File: config.mk
export PLATFORM = sky130hd
export DESIGN_NAME = hwpe_stream_zero_fifo_flat
export DESIGN_NICKNAME = d
export VERILOG_FILES = /design/src/rtl/hwpe_stream_zero_fifo_if.sv /design/src/rtl/hwpe_stream_zero_fifo.sv /design/src/flat_wrapper.sv
export SDC_FILE = /design/constraint.sdc
export NUM_CORES = 1
export LEC_CHECK = 0
export ABC_CLOCK_PERIOD_IN_PS = 2310
export BUFFER_PORTS_ARGS = -buffer_cell sky130_fd_sc_hd__buf_2
export CORE_ASPECT_RATIO = 1.25
export CORE_UTILIZATION = 43
export DETAILED_ROUTE_END_ITERATION = 6
export PLACE_DENSITY = 0.78
export SLEW_MARGIN = 15
export SYNTH_ARGS = -nofsm -noshare
export SYNTH_HDL_FRONTEND = slang
export SYNTH_SLANG_ARGS = --single-unit
File: constraint.sdc
create_clock -name clk_i -period 2.31 [get_ports clk_i]
set_input_delay 0 -clock clk_i [delete_from_list [all_inputs] [get_ports clk_i]]
set_output_delay 0 -clock clk_i [all_outputs]
set_load 0.01 [all_outputs]
File: src/rtl/hwpe_stream_zero_fifo_if.sv
// Purpose: valid/ready stream bundle (data + byte strobe) shared by the zero and normal paths.
// Latency: none; pure wiring.
// Backpressure: ready flows from sink to source; a beat transfers when valid && ready.
interface hwpe_stream_intf_stream #(
  parameter int unsigned DATA_WIDTH = 32
) ();
  logic                    valid;
  logic                    ready;
  logic [DATA_WIDTH-1:0]   data;
  logic [DATA_WIDTH/8-1:0] strb;

  modport source (output valid, output data, output strb, input  ready);
  modport sink   (input  valid, input  data, input  strb, output ready);
endinterface

File: src/rtl/hwpe_stream_zero_fifo.sv
// Purpose: data-less FIFO for the zero network; stores only strobes, mirrors the normal-path FIFO handshakes.
// Latency: a beat pushed at edge N is visible on pop_o from cycle N+1 (no fall-through).
// Backpressure: push_i.ready = !full, pop_o.valid = !empty, both from registered state only.
//
// Ports:
//   clk_i    - clock, all state on rising edge
//   clear_i  - synchronous active-high clear; wins over push/pop in the same cycle
//   push_i   - zero-stream input (sink); data ignored, strb stored
//   pop_o    - zero-stream output (source); data tied to zero
//   empty_o  - no entries stored
//   full_o   - FIFO_DEPTH entries stored
//   count_o  - occupancy 0..FIFO_DEPTH
module hwpe_stream_zero_fifo #(
  parameter int unsigned DATA_WIDTH = 32,
  parameter int unsigned FIFO_DEPTH = 8
) (
  input  logic                        clk_i,
  input  logic                        clear_i,
  hwpe_stream_intf_stream.sink        push_i,
  hwpe_stream_intf_stream.source      pop_o,
  output logic                        empty_o,
  output logic                        full_o,
  output logic [$clog2(FIFO_DEPTH):0] count_o
);

  localparam int unsigned STRB_WIDTH = DATA_WIDTH / 8;
  localparam int unsigned PTR_W      = $clog2(FIFO_DEPTH);
  localparam int unsigned CNT_W      = PTR_W + 1;
  localparam logic [CNT_W-1:0] DEPTH_CNT = CNT_W'(FIFO_DEPTH);

  logic [STRB_WIDTH-1:0] strb_mem [FIFO_DEPTH];
  logic [PTR_W-1:0]      wr_ptr;
  logic [PTR_W-1:0]      rd_ptr;
  logic [CNT_W-1:0]      cnt;

  logic push_fire;
  logic pop_fire;

  // Payload is intentionally dropped on this path.
  logic unused_data;
  assign unused_data = ^push_i.data;

  assign empty_o = (cnt == '0);
  assign full_o  = (cnt == DEPTH_CNT);
  assign count_o = cnt;

  assign push_i.ready = !full_o;
  assign pop_o.valid  = !empty_o;
  assign pop_o.strb   = strb_mem[rd_ptr];
  assign pop_o.data   = '0;

  assign push_fire = push_i.valid && !full_o;
  assign pop_fire  = pop_o.ready && !empty_o;

  // Pointers wrap naturally because FIFO_DEPTH is a power of two.
  always_ff @(posedge clk_i) begin
    if (clear_i) begin
      wr_ptr <= '0;
      rd_ptr <= '0;
      cnt    <= '0;
    end else begin
      if (push_fire) wr_ptr <= wr_ptr + 1'b1;
      if (pop_fire)  rd_ptr <= rd_ptr + 1'b1;
      if (push_fire && !pop_fire)      cnt <= cnt + 1'b1;
      else if (pop_fire && !push_fire) cnt <= cnt - 1'b1;
    end
  end

  // Storage is not cleared; a push coinciding with clear is discarded.
  always_ff @(posedge clk_i) begin
    if (push_fire && !clear_i) strb_mem[wr_ptr] <= push_i.strb;
  end

endmodule

File: src/flat_wrapper.sv
// flat-port wrapper written by rule: the top's interface ports become plain ports
module hwpe_stream_zero_fifo_flat 
#(
  parameter int unsigned DATA_WIDTH = 32,
  parameter int unsigned FIFO_DEPTH = 8
)
  (clk_i, clear_i, empty_o, full_o, count_o, push_i_valid, push_i_data, push_i_strb, push_i_ready, pop_o_valid, pop_o_data, pop_o_strb, pop_o_ready);
  hwpe_stream_intf_stream #(.DATA_WIDTH(DATA_WIDTH)) push_i_i ();
  hwpe_stream_intf_stream #(.DATA_WIDTH(DATA_WIDTH)) pop_o_i ();
  input  logic clk_i;
  input  logic clear_i;
  output logic empty_o;
  output logic full_o;
  output logic [$clog2(FIFO_DEPTH):0] count_o;
  input wire logic [$bits(push_i_i.valid)-1:0] push_i_valid;
  input wire logic [$bits(push_i_i.data)-1:0] push_i_data;
  input wire logic [$bits(push_i_i.strb)-1:0] push_i_strb;
  output wire logic [$bits(push_i_i.ready)-1:0] push_i_ready;
  output wire logic [$bits(pop_o_i.valid)-1:0] pop_o_valid;
  output wire logic [$bits(pop_o_i.data)-1:0] pop_o_data;
  output wire logic [$bits(pop_o_i.strb)-1:0] pop_o_strb;
  input wire logic [$bits(pop_o_i.ready)-1:0] pop_o_ready;
  assign push_i_i.valid = push_i_valid;
  assign push_i_i.data = push_i_data;
  assign push_i_i.strb = push_i_strb;
  assign push_i_ready = push_i_i.ready;
  assign pop_o_valid = pop_o_i.valid;
  assign pop_o_data = pop_o_i.data;
  assign pop_o_strb = pop_o_i.strb;
  assign pop_o_i.ready = pop_o_ready;
  hwpe_stream_zero_fifo #(.DATA_WIDTH(DATA_WIDTH), .FIFO_DEPTH(FIFO_DEPTH)) u_core (.clk_i(clk_i), .clear_i(clear_i), .push_i(push_i_i), .pop_o(pop_o_i), .empty_o(empty_o), .full_o(full_o), .count_o(count_o));
endmodule
==> flow_summary.ini, run 1 <==
[status]
status = finished with violations
violations = negative hold slack, negative setup slack

[logic_synthesis]
synthAdderAreaFrac_pct = 3.896
synth.largest_area_cell = edfxtp_1
synth-simple-area-share_pct = 8.855
synth-edff-count = 32
post_synth_xor_area_fraction_pct = 2.007
synth_mux_area_share_pct = 12.10
ys_async_sr_fraction_pct = 0
synth_top_family_by_area = buffers and inverters
netlist_instances = 156
yosysSeqAreaShare_pct = 57.62
syn_area_um2 = 2120
ys_types = 35
synth_compound_area_share_pct = 2.007
synthTopCellsByArea = edfxtp_1 (45%), dfxtp_1 (12%), buf_4 (11%)
synth.top_cell.area_share_pct = 45.34
synth_area_per_cell_um2 = 13.59
synth_common_cells = buf_4 (32), edfxtp_1 (32), nor2_1 (14), dfxtp_1 (13), mux4_2 (8)
synthFlopType = edfxtp_1
ys_ff_latch = 45
synth_warnings = 0

[worst_setup_path]
cp_num_buf_inv = 2
cp.required_ps = 2490
crit_path_max_incr_delay_ps = 560
critPathLaunchType = register
cp_slowest_cell = or4b_4
crit_type = reg2reg
end_kind = register
critPathMaxFanout = 4
cp_top_family = simple AND/OR/NAND/NOR gates
arrival_ps = 2520
cp_cell_sequence = or4b_4 -> nand2_4 -> inv_4 -> ha_4 -> inv_4 -> ha_4 -> a21oi_2 -> a211oi_1 -> a31oi_1 -> mux2_2

[route]
drt_iter0_markers = 47
vias = 1188
drtPass1Iterations = 4
ant_nets = 0
wire_per_inst_um = 12.97
drcViolationCount = 0
viasPerCell = 4.677
wirelength_um = 3294

[sta]
slew_headroom_pct = 63.84
setup_viol_count_final = 1
hold_slack_ps = -1.650
finClkSkew_ps = 4.593
rsz0062_at_grt = true
hold_viol = 5
drv_slew = 0
post-route-min-period_ps = 2342
period_share_pct = 101.4
max_slew.worst_pin.slew_ps = 541.6
setup_slack_ps = -32.33
timing.fmax_mhz = 426.9
setup_tns_ps = -32.33

[pwr]
share_comb_of_total_power_pct = 38.6
total_power_mw = 2.679
seqPwrFrac_pct = 40.2
switchingPower_uw = 834.5
p_int_mw = 1.845
p_leak_nw = 0.9611
clkPwrFrac_pct = 21.2
vdd_drop_max_uv = 885.3
switching_share_pct = 31.15
power_density_nw_per_um2 = 1102

[floorplan]
core_area_um2 = 4730
die-area_um2 = 5216
rows = 28
initial_core_util_pct = 44.81
dieWidth_um = 64.80
pin_count = 84
die_height_um = 80.50

[run]
drv_cap = 0

[finish]
fillers = 420
multi_input_area_um2 = 769.5
fin_nets = 239
n_antenna_cell = 0
utilization_pct = 51.40
drive_gt1_share_pct = 36.08
syn2layout_area_growth_pct = 14.70
seqCellArea_um2 = 1229

[clocking]
clock-sinks = 45
cts_buffer_depth = 2
post_cts_buffers = 0
clock_latency_ps = 290
ctsRootBufferMaster = clkbuf_8
cts_tree = built
h-tree-depth = 2
cts.repair.resized = 0
numCtsBuffers = 5
path_clk_slew_ps = 80

[grt]
antenna_found_initial = 0
grt_max_degree = 16
grt_pass1_vias = 1155
grt_pass1_wl_um = 5244
grt_use_total_pct = 14.08
grt_overflow = 0

[place]
place_congestion = 0.7361
port_buffers = 19
place_hpwl_um = 2513

[min_path]
hp-class = in2reg
==> worst paths after layout <==
path / cells after the start / from / slack (ps) / endpoint
setup / recovery: 10 / u_core.count_o[1]$_SDFFE_PP0P_ / -30 / u_core.count_o[3]$_SDFFE_PP0P_
hold / removal: 1 / push_i_strb[1] / -2 / u_core.strb_mem[3][1]$_DFFE_PP_
setup reg to reg: 10 / u_core.count_o[1]$_SDFFE_PP0P_ / -30 / u_core.count_o[3]$_SDFFE_PP0P_
hold reg to reg: 2 / u_core.rd_ptr[1]$_SDFFE_PP0P_ / 500 / u_core.rd_ptr[1]$_SDFFE_PP0P_
==> registers in the layout (all words and copies together), names as in the netlist, named ones only <==
name and cells:
u_core.count_o 4, u_core.rd_ptr 3, u_core.strb_mem 32, u_core.wr_ptr 3
==> what timing repair did <==
| item | 4_1_cts | 5_1_grt |
|---|---|---|
| hold buffers | 3 | 0 |
| setup endpoints to repair | 1 | 1 |
| hold endpoints to repair | 24 | 0 |
==> area by class of cell <==
type	count	area share (%)
Timing Repair Buffer	36	9.470
Multi-Input combinational cell	101	31.65
Clock buffer	6	2.985
Clock inverter	2	1.441
Sequential cell	45	50.54
Inverter	4	0.8235
Tap cell	60	3.088
==> power by group through the flow <==
stage	clock, mW	sequential, mW	combinational [mW]
after floorplan	0	1.06	0.786
after global placement	0	1.10	1.01
after detailed placement	0	1.10	1.04
after CTS	0.582	1.08	1.05
after global routing	0.621	1.09	1.14
final	0.567	1.08	1.03
==> through the flow <==
| stage | setup slack (ps) | instance area (µm²) | instances |
|---|---|---|---|
| floorplan | -6.239 | 2286 | 187 |
| global placement | -1.030 | 2293 | 243 |
| detailed placement | -7.217 | 2293 | 243 |
| CTS | -27.47 | 2431 | 254 |
| global route | -105.8 | 2431 | 254 |
| finish | -32.33 | 2431 | 254 |
==> worst reg2reg max path: cells and delay by family (launching register included) <==
family / cells / cell delay, ps
multiplexers: 1 / 350
buffers and inverters: 2 / 110
adder cells (fa/ha/maj): 2 / 370
AND/OR/NAND/NOR: 2 / 650
AO/OA/AOI/OAI: 3 / 400
flip-flops: 1 / 350
==> placed cells by master (no fill, tap or decap), drive strengths merged, types with 2 or more instances in the layout <==
master,count
a21oi,5
buf,33
clkbuf,6
conb,32
dfxtp,13
dlygate4sd3,3
edfxtp,32
ha,5
inv,4
mux2,5
mux2i,2
mux4,8
nand2,9
nand2b,2
nand3,3
nor2,14
nor3,4
xor2,3
==> layer usage <==
metal / up-vias / GRT usage [%] / part of all wire (%)
met2: 51 / 26.15 / 54
li1: 559 / - / -
met4: 0 / 6.889 / 2.9
met1: 569 / 14.18 / 38
met5: - / 0 / 0
met3: 9 / 3.835 / 4.8
==> cells by family (layout without fill, tap and decap cells) <==
family | count (synthesis) | count (layout)
multiplexers | 15 | 15
XOR/XNOR | 4 | 4
flip-flops | 45 | 45
other | 1 | 32
AND/OR/NAND/NOR | 37 | 37
AO/OA/AOI/OAI | 7 | 7
adder cells (fa/ha/maj) | 6 | 6
buffers and inverters | 41 | 48
Power figures use the tool's default switching activity.
==> run 2: changes to the inputs <==
--- a/config.mk
+++ b/config.mk
@@ -5,12 +5,13 @@
 export SDC_FILE = /design/constraint.sdc
 export NUM_CORES = 1
 export LEC_CHECK = 0
+export ABC_AREA = 1
 export ABC_CLOCK_PERIOD_IN_PS = 2310
 export BUFFER_PORTS_ARGS = -buffer_cell sky130_fd_sc_hd__buf_2
 export CORE_ASPECT_RATIO = 1.25
-export CORE_UTILIZATION = 43
+export CORE_UTILIZATION = 44
 export DETAILED_ROUTE_END_ITERATION = 6
-export PLACE_DENSITY = 0.78
+export PLACE_DENSITY = 0.76
 export SLEW_MARGIN = 15
 export SYNTH_ARGS = -nofsm -noshare
 export SYNTH_HDL_FRONTEND = slang
==> run 2 against run 1 <==
Compared with the run above:
- the flow now finishes without violations
- critical path depth grew 3
- non-clock buffer count shrank 11
- clock skew is essentially flat
- sequential cell count is the same
- sequential power is essentially flat
- cell area shrank 0.67%
- worst hold slack gained 15 ps
- sequential share of layout area grew 0.081 points
- largest cell class unchanged
- critical endpoint unchanged
- combinational power shrank 17%
- highest routed layer unchanged
- synthesized area grew 5.5%
==> flow_summary.ini, run 2 <==
[status]
status = finished clean

[logic_synthesis]
synth_most_common_cell = nor2_1
synth.largest_area_cell = edfxtp_1
synth.top_cell.area_share_pct = 42.95
synth_common_cells = nor2_1 (40), buf_4 (36), edfxtp_1 (32), nand2_1 (25), o21ai_0 (19)
ys_types = 24
synth_area_per_cell_um2 = 9.943
ys_ff_latch = 45
synthTopCellsByArea = edfxtp_1 (43%), buf_4 (12%), dfxtp_1 (12%)
syn_area_um2 = 2237
netlist_instances = 225
synth-edff-count = 32
synthFlopType = edfxtp_1
ys_async_sr_fraction_pct = 0
synth_warnings = 0
yosysSeqAreaShare_pct = 54.59

[route]
vias = 1428
wirelength_um = 3362
viasPerCell = 4.577
ant_nets = 0
wire_per_inst_um = 10.78
drcViolationCount = 0
drtPass1Iterations = 4
drt_iter0_markers = 45

[sta]
finClkSkew_ps = 4.773
post-route-min-period_ps = 2024
slew_headroom_pct = 58.29
drv_slew = 0
period_share_pct = 87.62
hold_viol = 0
timing.fmax_mhz = 494.1
rsz0062_at_grt = false
setup_tns_ps = 0
max_slew.worst_pin.slew_ps = 620.8
setup_viol_count_final = 0

[pwr]
p_leak_nw = 1.031
vdd_drop_max_uv = 603.0
total_power_mw = 2.513
power_density_nw_per_um2 = 1041

[clocking]
path_clk_slew_ps = 80
cts_tree = built
h-tree-depth = 2
ctsRootBufferMaster = clkbuf_8
numCtsBuffers = 5
clock-sinks = 45
clock_latency_ps = 290
cts_buffer_depth = 2

[min_path]
hp-class = in2reg

[finish]
largest_register_ff_count = 32
fin_nets = 297
final_common_cell = nor2_1
syn2layout_area_growth_pct = 7.942
layout_common_cells = nor2_1 (40), conb_1 (32), edfxtp_1 (32)
drive_gt1_share_pct = 15.87
n_antenna_cell = 0
instances_no_fill = 312
regMostFlops = u_core.strb_mem

[grt]
grt_overflow = 0
antenna_found_initial = 0
grt_max_degree = 18
grt_use_total_pct = 14.37
grt_pass1_vias = 1225
grt_pass1_wl_um = 5623

[floorplan]
die_height_um = 81.72
pin_count = 84
dieWidth_um = 65.78
die-area_um2 = 5375
core_area_um2 = 4800
rows = 28
initial_core_util_pct = 46.61

[worst_setup_path]
crit_type = reg2reg
arrival_ps = 2220
endpoint = u_core.count_o[3]$_SDFFE_PP0P_
reg2reg_depth = 13
cp.required_ps = 2510
end_kind = register
rr_endpoint = u_core.count_o[3]$_SDFFE_PP0P_
critPathMaxFanout = 5
critPathLaunchType = register
rrSetupSlack_ps = 290
worstReg2RegStart = u_core.count_o[1]$_SDFFE_PP0P_
startpoint = u_core.count_o[1]$_SDFFE_PP0P_

[place]
place_congestion = 0.7896
port_buffers = 19
dp.cells = 299
place_hpwl_um = 2396

[run]
drv_cap = 0
run 2: logic make-up (layout without fill, tap and decap cells):
family | after synthesis | in the layout | synth area share (%)
flops | 45 | 45 | 54.59
other cells | 1 | 32 | 0.1676
fa+ha+maj | 6 | 6 | 3.691
compound gates | 36 | 36 | 8.054
simple gates | 81 | 81 | 16.83
buf+inv | 53 | 49 | 15.49
xor+xnor | 3 | 3 | 1.175
run 2: area by class of cell:
cell class | instances | area [µm²]
fill | 436 | 2385
sequential | 45 | 1222
multi-input combinational | 158 | 789.5
tap | 60 | 75.07
inverter | 16 | 65.06
timing repair buffer | 25 | 152.6
clock inverter | 3 | 41.29
clock buffer | 5 | 68.82
run 2: what timing repair did:
action / CTS / global route
hold buffers: 5 / 0
resized for setup: 0 / 2
endpoints found under the hold margin: 35 / 0
setup buffers: 0 / 0
setup endpoints to repair: 0 / 1
run 2: stage by stage:
stage | area [µm²] | hold WS, ps | worst slack (ps) | util (%)
global placement | 2250 | 270.7 | 266.5 | 46.87
CTS | 2410 | 5.612 | 230.6 | 50.21
finish | 2415 | 12.96 | 286.0 | 50.31
global route | 2415 | 19.26 | 48.64 | 50.31
detailed placement | 2250 | 280.6 | 253.7 | 46.87
floorplan | 2354 | 98.87 | 376.2 | -
run 2: critical path: stages, from the launching register on:
cell     delay [ps]
dfxtp_1         390
nor2_4          170
nand3_4         110
nand2_2         120
inv_2            60
ha_1            190
inv_1           140
ha_1            290
a21oi_2         170
nand2_1          60
nand2_1          50
nand3_1          70
nand2_1          60
inv_1            30
run 2: how the worst min path moves through the flow:
stage	from	end	slack (ps)	cells past startpoint
floorplan	push_i_strb[0]	u_core.strb_mem[0][0]$_DFFE_PP_	100	0
global placement	push_i_strb[2]	u_core.strb_mem[0][2]$_DFFE_PP_	270	1
detailed placement	push_i_strb[0]	u_core.strb_mem[4][0]$_DFFE_PP_	280	1
CTS	push_i_valid	u_core.wr_ptr[2]$_SDFFE_PP0P_	6	3
global route	push_i_valid	u_core.wr_ptr[2]$_SDFFE_PP0P_	20	3
finish	push_i_valid	u_core.wr_ptr[2]$_SDFFE_PP0P_	10	3
run 2: routing by layer:
| metal | global-route usage (%) | share of wire, % |
|---|---|---|
| met3 | 3.750 | 5.1 |
| met5 | 0 | 0 |
| met1 | 18.05 | 45 |
| met4 | 7.174 | 2.1 |
| met2 | 22.76 | 48 |
run 2: power by group:
| group | total, mW | switching [mW] | internal (mW) | leakage [nW] |
|---|---|---|---|---|
| registers | 1.09 | 0.137 | 0.951 | 0.397 |
| logic | 0.856 | 0.525 | 0.332 | 0.583 |
| clock network | 0.569 | 0.251 | 0.318 | 0.0518 |
| total | 2.51 | 0.912 | 1.60 | 1.03 |
==> run 3: changes to the inputs <==
--- a/config.mk
+++ b/config.mk
@@ -7,11 +7,11 @@
 export LEC_CHECK = 0
 export ABC_AREA = 1
 export ABC_CLOCK_PERIOD_IN_PS = 2310
-export BUFFER_PORTS_ARGS = -buffer_cell sky130_fd_sc_hd__buf_2
 export CORE_ASPECT_RATIO = 1.25
-export CORE_UTILIZATION = 44
+export CORE_UTILIZATION = 56
 export DETAILED_ROUTE_END_ITERATION = 6
-export PLACE_DENSITY = 0.76
+export DONT_BUFFER_PORTS = 1
+export PLACE_DENSITY = 0.74
 export SLEW_MARGIN = 15
 export SYNTH_ARGS = -nofsm -noshare
 export SYNTH_HDL_FRONTEND = slang
==> run 3 against run 2 <==
Compared with the run above:
- wire length grew 6.2%
- combinational power decreased by 7.0%
- core utilization up 11 points
- sequential power about the same
- clock power is 20% lower
- critical path depth stayed put
- cell count shrank 6.1%
- clock skew grew 1.7 ps
- register-to-register slack got worse by 30 ps
- die area is 21% lower
- critical endpoint unchanged
- highest routed layer unchanged
==> flow_summary.ini, run 3 (same netlist as run 2, synthesis figures left out) <==
[route]
drt_iter0_markers = 54
ant_nets = 0
drtPass1Iterations = 4
wire_per_inst_um = 12.19
drcViolationCount = 0
viasPerCell = 4.686
vias = 1373
wirelength_um = 3572

[run]
drv_cap = 0

[sta]
post-route-min-period_ps = 2055
slew_headroom_pct = 57.48
setup_viol_count_final = 0
finClkSkew_ps = 6.451
rsz0062_at_grt = false
timing.fmax_mhz = 486.7
setup_tns_ps = 0
max_slew.worst_pin.slew_ps = 636.9
setup_slack_ps = 255.4
hold_viol = 0
period_share_pct = 88.95
drv_slew = 0

[grt]
grt_pass1_vias = 1245
grt_pass1_wl_um = 5664
grt_overflow = 0
antenna_found_initial = 0
grt_max_degree = 18
grt_use_total_pct = 18.71

[floorplan]
rows = 25
core_area_um2 = 3816
pin_count = 84
die-area_um2 = 4253
dieWidth_um = 58.53
initial_core_util_pct = 58.62
die_height_um = 72.67

[worst_setup_path]
crit_path_max_incr_delay_ps = 360
worstReg2RegStart = u_core.count_o[2]$_SDFFE_PP0P_
rrSetupSlack_ps = 260
rr_endpoint = u_core.count_o[3]$_SDFFE_PP0P_
arrival_ps = 2250
critPathLaunchType = register
cp_cell_sequence = inv_1 -> nand3_4 -> nand2_2 -> inv_2 -> ha_1 -> inv_1 -> ha_1 -> a21oi_1 -> nand2_1 -> nand2_1 -> nand3_1 -> nand2_1 -> inv_1
critPathMaxFanout = 5
reg2reg_depth = 13
cp.required_ps = 2510
crit_type = reg2reg
end_kind = register
cp_slowest_cell = dfxtp_1

[finish]
n_antenna_cell = 0
layout_common_cells = nor2_1 (40), conb_1 (32), edfxtp_1 (32)
largest_register_ff_count = 32
drive_gt1_share_pct = 9.205
utilization_pct = 61.11
syn2layout_area_growth_pct = 4.251
fillers = 343
fin_nets = 284
regMostFlops = u_core.strb_mem
final_common_cell = nor2_1

[place]
port_buffers = 0
place_hpwl_um = 2560
place_ws_ps = 249.1
place_congestion = 0.7547

[clocking]
ctsRootBufferMaster = clkbuf_8
cts_buffer_depth = 2
path_clk_slew_ps = 80
numCtsBuffers = 5
post_cts_buffers = 0
clock-sinks = 45
cts_tree = built
clock_latency_ps = 290
h-tree-depth = 2

[min_path]
hp-class = in2reg
holdPathStages = 2
min_to = u_core.strb_mem[4][3]$_DFFE_PP_
holdCritStartpoint = clear_i

[pwr]
vdd_drop_max_uv = 744.1
p_leak_nw = 0.9760
power_density_nw_per_um2 = 997.2

[status]
status = finished clean
## run 3: power by group
group / total [mW] / internal [mW] / leakage (nW) / switching (mW)
Sequential: 1.08 / 0.949 / 0.396 / 0.126
Clock: 0.454 / 0.210 / 0.0450 / 0.244
Combinational: 0.796 / 0.276 / 0.535 / 0.520
Total: 2.33 / 1.44 / 0.976 / 0.891
## run 3: final cells by class
cell class | count | area, µm² | area share (%)
sequential | 45 | 1221 | 52.36
multi-input combinational | 158 | 785.8 | 33.69
timing repair buffer | 12 | 110.1 | 4.721
clock buffer | 6 | 72.57 | 3.112
tap | 54 | 67.56 | 2.897
inverter | 16 | 65.06 | 2.790
clock inverter | 2 | 10.01 | 0.4292
## run 3: metal layers
metal | part of all wire, % | vias up | routed length (µm) | GRT usage, %
li1 | - | 704 | - | -
met1 | 44 | 623 | 1563 | 21.67
met2 | 51 | 42 | 1808 | 31.67
met3 | 4.2 | 4 | 150 | 6.206
met4 | 1.4 | 0 | 51 | 7.672
met5 | 0 | - | 0 | 0
## run 3: worst max path at each step
stage,cells past startpoint,from,to
floorplan,13,u_core.count_o[0]$_SDFFE_PP0P_,u_core.count_o[3]$_SDFFE_PP0P_
CTS,13,u_core.count_o[2]$_SDFFE_PP0P_,u_core.count_o[3]$_SDFFE_PP0P_
global route,13,u_core.count_o[2]$_SDFFE_PP0P_,u_core.count_o[3]$_SDFFE_PP0P_
finish,13,u_core.count_o[2]$_SDFFE_PP0P_,u_core.count_o[3]$_SDFFE_PP0P_
global placement,13,u_core.count_o[2]$_SDFFE_PP0P_,u_core.count_o[3]$_SDFFE_PP0P_
detailed placement,13,u_core.count_o[2]$_SDFFE_PP0P_,u_core.count_o[3]$_SDFFE_PP0P_
## run 3: worst max-delay path: cells and delay by family (launching register included)
family | cells | cell delay (ps)
flops | 1 | 360
fa+ha+maj | 2 | 470
compound gates | 1 | 200
simple gates | 6 | 530
buf+inv | 4 | 400
## run 3: through the flow
step | hold slack (ps) | area (µm²) | power, mW | std cells
after global routing | 49.08 | 2332 | 2.498 | 293
after global placement | 71.36 | 2170 | 1.849 | 277
final | 60.95 | 2332 | 2.326 | 293
after detailed placement | 74.37 | 2170 | 1.879 | 277
after CTS | 50.52 | 2332 | 2.351 | 293
after floorplan | 98.87 | 2354 | 1.774 | 256
## run 3: repair_timing
action	in CTS	in global routing
hold buffers	8	0
endpoints found under the hold margin	45	0
resized for setup	0	0
